--- config.mk ---
export PLATFORM = sky130hd
export DESIGN_NAME = hilo_muldiv_unit
export DESIGN_NICKNAME = d
export VERILOG_FILES = /design/src/rtl/hilo_pkg.sv /design/src/rtl/hilo_iter_core.sv /design/src/rtl/hilo_muldiv_unit.sv
export SDC_FILE = /design/constraint.sdc
export NUM_CORES = 2
export LEC_CHECK = 0
export ABC_AREA = 1
export BUFFER_PORTS_ARGS = -buffer_cell sky130_fd_sc_hd__buf_2
export CAP_MARGIN = 15
export CORE_MARGIN = 4
export CORE_UTILIZATION = 45
export DETAILED_ROUTE_END_ITERATION = 7
export SYNTH_ARGS = -nofsm -noshare
export SYNTH_HDL_FRONTEND = slang
export SYNTH_HIERARCHICAL = 1
export SYNTH_SLANG_ARGS = --single-unit
--- constraint.sdc ---
create_clock -name Clk -period 17.7 [get_ports Clk]
set_input_delay 2.655 -clock Clk [delete_from_list [all_inputs] [get_ports Clk]]
set_output_delay 2.655 -clock Clk [all_outputs]
set_load 0.02 [all_outputs]
--- src/rtl/hilo_pkg.sv ---
// Shared definitions for the Hi/Lo multiply/divide unit: op encodings,
// FSM states and default datapath sizing.
package hilo_pkg;

    localparam int DEFAULT_WIDTH = 64;
    localparam int DEFAULT_CNT_W = 7;

    localparam logic [2:0] OP_NONE  = 3'b000;
    localparam logic [2:0] OP_MULT  = 3'b001;
    localparam logic [2:0] OP_MULTU = 3'b010;
    localparam logic [2:0] OP_DIV   = 3'b011;
    localparam logic [2:0] OP_DIVU  = 3'b100;
    localparam logic [2:0] OP_MTHI  = 3'b101;
    localparam logic [2:0] OP_MTLO  = 3'b110;

    typedef enum logic [1:0] {
        ST_IDLE,
        ST_MUL,
        ST_DIV,
        ST_FIX
    } hiloState_t;

endpackage

--- src/rtl/hilo_iter_core.sv ---
// Bit-serial datapath: shift-add multiply and restoring divide on unsigned
// magnitudes, one bit per step, with its own iteration counter.
module hilo_iter_core #(
    parameter int WIDTH = 64,
    parameter int CNT_W = 7
) (
    input  logic                 clock,
    input  logic                 reset,
    input  logic                 load,
    input  logic                 step,
    input  logic                 mulMode,
    input  logic [WIDTH-1:0]     loadA,
    input  logic [WIDTH-1:0]     loadB,
    output logic [2*WIDTH-1:0]   acc,
    output logic [WIDTH-1:0]     remainder,
    output logic                 lastStep
);

    logic [WIDTH-1:0] operandB;
    logic [CNT_W-1:0] cnt;
    logic [WIDTH:0]   mulSum;
    logic [WIDTH:0]   shifted;
    logic [WIDTH:0]   trial;

    // Multiply: low half starts as the multiplier and drains out the bottom
    // while partial sums (with carry) shift in from the top.
    assign mulSum   = {1'b0, acc[2*WIDTH-1:WIDTH]} + (acc[0] ? {1'b0, operandB} : '0);
    // Divide: low half of acc is the dividend/quotient shift register.
    assign shifted  = {remainder, acc[WIDTH-1]};
    assign trial    = shifted - {1'b0, operandB};
    assign lastStep = (cnt == CNT_W'(WIDTH - 1));

    always_ff @(posedge clock or posedge reset) begin
        if (reset) begin
            acc       <= '0;
            remainder <= '0;
            operandB  <= '0;
            cnt       <= '0;
        end else if (load) begin
            acc       <= {{WIDTH{1'b0}}, loadA};
            remainder <= '0;
            operandB  <= loadB;
            cnt       <= '0;
        end else if (step) begin
            cnt <= lastStep ? '0 : cnt + 1'b1;
            if (mulMode) begin
                acc <= {mulSum, acc[WIDTH-1:1]};
            end else if (trial[WIDTH]) begin
                remainder        <= shifted[WIDTH-1:0];
                acc[WIDTH-1:0]   <= {acc[WIDTH-2:0], 1'b0};
            end else begin
                remainder        <= trial[WIDTH-1:0];
                acc[WIDTH-1:0]   <= {acc[WIDTH-2:0], 1'b1};
            end
        end
    end

endmodule

--- src/rtl/hilo_muldiv_unit.sv ---
// EXE-stage Hi/Lo register pair with an iterative multiply/divide engine;
// stalls the pipeline while an operation is in flight.
module hilo_muldiv_unit
    import hilo_pkg::*;
#(
    parameter int WIDTH = DEFAULT_WIDTH,
    parameter int CNT_W = DEFAULT_CNT_W
) (
    input  logic             Clk,
    input  logic             Reset,
    input  logic             EXE_Start,
    input  logic [2:0]       EXE_Op,
    input  logic [WIDTH-1:0] EXE_A,
    input  logic [WIDTH-1:0] EXE_B,
    input  logic             EXE_LoRead,
    input  logic             EXE_HiRead,
    output logic             Busy,
    output logic             Stall,
    output logic             Done,
    output logic [WIDTH-1:0] Lo_ReadData,
    output logic [WIDTH-1:0] Hi_ReadData
);

    hiloState_t state, nextState;
    logic loadOp, stepEn, writeResult, writeHi, writeLo;
    logic signA, signB, isMulOp, divZero, doneReg, lastStep;
    logic reqSigned, reqMul, reqDivZero, reqSignA, reqSignB;
    logic [WIDTH-1:0]   hiReg, loReg, resultHi, resultLo;
    logic [WIDTH-1:0]   absA, absB, loadA, remainder, quotient;
    logic [2*WIDTH-1:0] acc, product;

    assign reqSigned  = (EXE_Op == OP_MULT) || (EXE_Op == OP_DIV);
    assign reqMul     = (EXE_Op == OP_MULT) || (EXE_Op == OP_MULTU);
    assign reqDivZero = !reqMul && (EXE_B == '0);
    assign reqSignA   = reqSigned && EXE_A[WIDTH-1];
    assign reqSignB   = reqSigned && EXE_B[WIDTH-1];
    assign absA       = reqSignA ? -EXE_A : EXE_A;
    assign absB       = reqSignB ? -EXE_B : EXE_B;
    // A divide by zero keeps the raw dividend so it can go straight to Hi.
    assign loadA      = reqDivZero ? EXE_A : absA;

    hilo_iter_core #(.WIDTH(WIDTH), .CNT_W(CNT_W)) iterCore (
        .clock     (Clk),
        .reset     (Reset),
        .load      (loadOp),
        .step      (stepEn),
        .mulMode   (state == ST_MUL),
        .loadA     (loadA),
        .loadB     (absB),
        .acc       (acc),
        .remainder (remainder),
        .lastStep  (lastStep)
    );

    always_ff @(posedge Clk or posedge Reset) begin
        if (Reset) state <= ST_IDLE;
        else       state <= nextState;
    end

    always_comb begin
        nextState   = state;
        loadOp      = 1'b0;
        stepEn      = 1'b0;
        writeResult = 1'b0;
        writeHi     = 1'b0;
        writeLo     = 1'b0;
        unique case (state)
            ST_IDLE: begin
                if (EXE_Start) begin
                    case (EXE_Op)
                        OP_MULT, OP_MULTU: begin
                            loadOp    = 1'b1;
                            nextState = ST_MUL;
                        end
                        OP_DIV, OP_DIVU: begin
                            loadOp    = 1'b1;
                            nextState = (EXE_B == '0) ? ST_FIX : ST_DIV;
                        end
                        OP_MTHI: writeHi = 1'b1;
                        OP_MTLO: writeLo = 1'b1;
                        default: ;
                    endcase
                end
            end
            ST_MUL, ST_DIV: begin
                stepEn = 1'b1;
                if (lastStep) nextState = ST_FIX;
            end
            ST_FIX: begin
                writeResult = 1'b1;
                nextState   = ST_IDLE;
            end
            default: nextState = ST_IDLE;
        endcase
    end

    always_ff @(posedge Clk or posedge Reset) begin
        if (Reset) begin
            signA   <= 1'b0;
            signB   <= 1'b0;
            isMulOp <= 1'b0;
            divZero <= 1'b0;
        end else if (loadOp) begin
            signA   <= reqSignA;
            signB   <= reqSignB;
            isMulOp <= reqMul;
            divZero <= reqDivZero;
        end
    end

    // Sign fix-up on the magnitude result; MIN/-1 falls out of this naturally.
    assign product  = (signA ^ signB) ? -acc : acc;
    assign quotient = acc[WIDTH-1:0];

    always_comb begin
        resultHi = product[2*WIDTH-1:WIDTH];
        resultLo = product[WIDTH-1:0];
        if (!isMulOp) begin
            if (divZero) begin
                resultLo = '1;
                resultHi = quotient;
            end else begin
                resultLo = (signA ^ signB) ? -quotient : quotient;
                resultHi = signA ? -remainder : remainder;
            end
        end
    end

    always_ff @(posedge Clk or posedge Reset) begin
        if (Reset) begin
            hiReg   <= '0;
            loReg   <= '0;
            doneReg <= 1'b0;
        end else begin
            doneReg <= writeResult;
            if (writeResult) begin
                hiReg <= resultHi;
                loReg <= resultLo;
            end else begin
                if (writeHi) hiReg <= EXE_A;
                if (writeLo) loReg <= EXE_A;
            end
        end
    end

    assign Busy        = (state != ST_IDLE);
    assign Stall       = Busy && (EXE_Start || EXE_LoRead || EXE_HiRead);
    assign Done        = doneReg;
    assign Hi_ReadData = hiReg;
    assign Lo_ReadData = loReg;

endmodule

==> metrics <==
unrepaired setup endpoints after global routing no; Detail Route Antenna Nets 0; status finished, final reports clean; proportion of synthesized chip area in sequential cells 22.9%; via total after detailed routing 52386; area added between synthesis and finish 9.05%; die outline area 102000 um2; Seq cells post-synth 398; Fillers 10467; part of the power in the clock network 12.7%; number of remaining DRC errors 0; synthesis warning total 6; detail-routed net length per standard cell 24.7 um; beginning of the critical path EXE_Op[0]; buffer levels on the longest clock path 3; Syn Area/Cell 5.61 um2; Setup TNS 0 ps; Reg2Reg Launch Point signB; global-route wire length before repair 322000 um; number of buffer cells added on primary ports 266; number of ports placed on the die boundary 267; sequential fraction of design power 21.9%; count of pins over their slew limit 0; VDD IR max 0.131 mV; cell with the biggest individual delay on the critical path sky130_fd_sc_hd__buf_4; Chip Height 319 um; startpoint of the tightest hold check path Lo_ReadData[7]; clock transition time at the flip-flop clock pins of the worst setup and hold paths 70 ps; crit-path cells buf_2 -> inv_1 -> nor2_4 -> inv_1 -> o21ai_0 -> inv_1 -> nand2_1 -> nand2_1 -> inv_6 -> buf_4 -> nor2_4 -> buf_4 -> nor2_1 -> inv_2 -> buf_4 -> o31ai_1; Worst Max-Slew Pin Slew 1180 ps; hold crit path type reg2reg; TritonCTS clock tree done; total routed wirelength 226000 um; Resized Gates After CTS 0; Num Clock Sinks 398; total congestion overflow after global routing 0; achievable clock frequency 152 MHz; net switching power figure 5.25 mW; largest net degree at the start of global routing 134; Fin. Hold Viols 0; number of global-route vias before repair 47716; clock insertion delay at the later pin of the skew report 670 ps; number of synthesized flops with an enable pin 0; drt first-iter violations 7082; count of standard-cell rows 113; Placer Congestion 1.08; switching power share of the total 60.6%; power density relative to cell area 183 nW/um2; flip-flop cell with the highest count after synthesis sky130_fd_sc_hd__dfrtp_1; PnR Total Power 8.66 mW; PnR worst setup slack 11110 ps; combined area of all synthesized cells 43400 um2; number of antenna violations at the first check in global routing 5; starting density of the core 45.6%; Post-CTS Setup Inserts 0; detailed-router iteration count before antenna repair 6; share of post-route cells with drive strength above 1 6.90%; data arrival time of the critical path 7110 ps; time the final worst path needs with I/O delays and setup 6590 ps; cts-stage hold buffer count 0; number of buffers added by the clock tree synthesis step 50; Critical Path Sink Type flop; Max H-tree Level 2; setup violation total in the final timing report 0; required time of the critical path 18230 ps; placed instance count 9054; worst max-slew margin expressed relative to the limit 21.3%; Vias/cell 5.73; Cell variety after synth 61; maximum cell stage delay along the critical path 800 ps; portion of total power attributed to combinational logic 65.4%; Post-Synthesis Net Count 8007; startpoint class of the critical path primary input; critical path type in2reg; number of nets in the layout 8116; all-layer global routing usage 42.6%; Die W 319 um; Synth Instances 7732; leakage power figure 25.3 nW; internal portion of total power 3.41 mW; hpwl dp 186000 um; Final Instance Count excl. Fillers 9146; Root Buffer sky130_fd_sc_hd__clkbuf_16; fraction of registers with async set/reset 100%; pre-CTS WS 10550 ps; largest fanout on the critical path 133; area of the core 95300 um2; number of max-cap violations 0; post-route clock period utilization 37.2%; tightest hold margin 495 ps; worst clock skew 51.9 ps
## routing by layer
layer  part of all wire [%]  track usage, %  routed length, um  vias up
met2                     41            62.8              93700     2975
met3                    9.9            7.36              22400      612
met4                    9.3            32.1              21000        6
met1                     39            55.7              88800    24201
li1                       -               -                  -    24592
met5                  0.018               0                 40        -
## flip-flops by register name, summed over array words and instances (netlist names)
register / count
Done: 1
state: 2
iterCore/acc: 128
iterCore/operandB: 64
isMulOp: 1
iterCore/remainder: 64
divZero: 1
signA: 1
signB: 1
iterCore/cnt: 7
Lo_ReadData: 64
Hi_ReadData: 64
## kinds of logic (layout without fill, tap and decap cells)
logic type / count (synthesis) / after routing / synth area share [%]
AOI/OAI and AO/OA: 997 / 997 / 13.0
xor gates and xnor gates: 189 / 189 / 3.83
adders and majority gates: 139 / 139 / 4.04
buffers and inverters: 1438 / 1586 / 12.8
DFF: 398 / 398 / 22.9
other: 0 / 1 / 0
and+or+nand+nor: 4571 / 4571 / 43.4
## critical path, delay by kind of cell
| family | cells | cell delay [ps] |
|---|---|---|
| AND/OR/NAND/NOR | 5 | 1010 |
| buffers and inverters | 9 | 2570 |
| AO/OA/AOI/OAI | 2 | 770 |
## power groups by stage
stage	registers (mW)	logic (mW)	clock network, mW
after floorplan	1.71	3.42	0
after global placement	1.87	5.41	0
after detailed placement	1.87	5.45	0
after CTS	1.85	5.47	1.11
after global routing	1.90	6.08	1.14
final	1.90	5.66	1.10
## Yosys cell counts, types with 15 or more instances
cell type,count,area [um2]
sky130_fd_sc_hd__nand2_1,2799,10500
sky130_fd_sc_hd__inv_1,1172,4400
sky130_fd_sc_hd__nor2_1,838,3150
sky130_fd_sc_hd__nand3_1,537,2690
sky130_fd_sc_hd__o21ai_0,451,2260
sky130_fd_sc_hd__dfrtp_1,398,9960
sky130_fd_sc_hd__a21oi_1,262,1310
sky130_fd_sc_hd__xor2_1,156,1370
sky130_fd_sc_hd__clkbuf_1,154,578
sky130_fd_sc_hd__ha_1,137,1710
sky130_fd_sc_hd__nand4_1,136,851
sky130_fd_sc_hd__nor3_1,103,515
sky130_fd_sc_hd__o211ai_1,60,450
sky130_fd_sc_hd__buf_2,48,240
sky130_fd_sc_hd__o21ai_1,48,240
sky130_fd_sc_hd__nand2_2,38,238
sky130_fd_sc_hd__a31oi_1,33,206
sky130_fd_sc_hd__xnor2_1,32,280
sky130_fd_sc_hd__buf_1,28,105
sky130_fd_sc_hd__nor2_2,28,175
sky130_fd_sc_hd__o21bai_1,28,210
sky130_fd_sc_hd__a22oi_1,26,195
sky130_fd_sc_hd__inv_2,22,82.6
sky130_fd_sc_hd__nand3b_1,20,150
sky130_fd_sc_hd__nor4_1,17,106
sky130_fd_sc_hd__o221ai_1,15,131
sky130_fd_sc_hd__o31ai_1,15,113
## stage by stage
step                      utilization, %  area, um2
after CTS                           49.7      47300
after floorplan                        -      43400
final                               49.7      47300
after global routing                49.7      47300
after detailed placement            47.9      45600
after global placement              47.9      45600
## worst paths after layout
path	slack, ps	endpoint	cells after the start
worst min-delay path	490	Lo_ReadData[7]	2
worst max-delay path	11110	iterCore/acc[77]	16
max in group asynchronous	13430	iterCore/operandB[53]	4
worst min register to register	490	Lo_ReadData[7]	2
min in group asynchronous	2090	iterCore/acc[85]	2
worst max register to register	12920	Hi_ReadData[52]	11
## area by class of cell
cell class              instances  area (um2)  area share (%)
diodes                          1        2.50         0.00529
flip-flops and latches        398        9970            21.1
well taps                    1265        1580            3.34
clock inverters                29         324           0.685
repair buffers                298        1570            3.32
clock buffers                  62        1390            2.93
multi-input cells            5896       28000            59.1
inverters                    1197        4510            9.54
## cell usage in the layout (no fill, tap or decap), types with 8 or more instances in the layout
master	Yosys	layout
sky130_fd_sc_hd__and2_1	9	9
sky130_fd_sc_hd__nand3b_1	20	20
sky130_fd_sc_hd__clkbuf_16	0	51
sky130_fd_sc_hd__a32oi_1	14	14
sky130_fd_sc_hd__o21ai_0	451	451
sky130_fd_sc_hd__o211ai_1	60	60
sky130_fd_sc_hd__o21ai_2	8	8
sky130_fd_sc_hd__inv_1	1172	1167
sky130_fd_sc_hd__or2_2	12	12
sky130_fd_sc_hd__o221ai_1	15	15
sky130_fd_sc_hd__nor2_2	28	29
sky130_fd_sc_hd__o31ai_1	15	15
sky130_fd_sc_hd__xnor2_1	32	32
sky130_fd_sc_hd__o21ai_1	48	48
sky130_fd_sc_hd__ha_1	137	136
sky130_fd_sc_hd__nand2_2	38	40
sky130_fd_sc_hd__nand3_1	537	537
sky130_fd_sc_hd__nor4_1	17	17
sky130_fd_sc_hd__o21bai_1	28	28
sky130_fd_sc_hd__a21oi_1	262	262
sky130_fd_sc_hd__a22oi_1	26	26
sky130_fd_sc_hd__o2111ai_1	14	14
sky130_fd_sc_hd__inv_2	22	22
sky130_fd_sc_hd__buf_2	48	266
sky130_fd_sc_hd__buf_4	2	32
sky130_fd_sc_hd__xor2_1	156	156
sky130_fd_sc_hd__dfrtp_1	398	394
sky130_fd_sc_hd__nand4_1	136	136
sky130_fd_sc_hd__nor3_1	103	102
sky130_fd_sc_hd__nor2_1	838	831
sky130_fd_sc_hd__a31oi_1	33	33
sky130_fd_sc_hd__nand2_1	2799	2796
sky130_fd_sc_hd__clkinvlp_4	0	8
sky130_fd_sc_hd__nor2_4	11	17
sky130_fd_sc_hd__clkinv_2	0	8
Note: power is estimated with default switching activity, not from simulation.
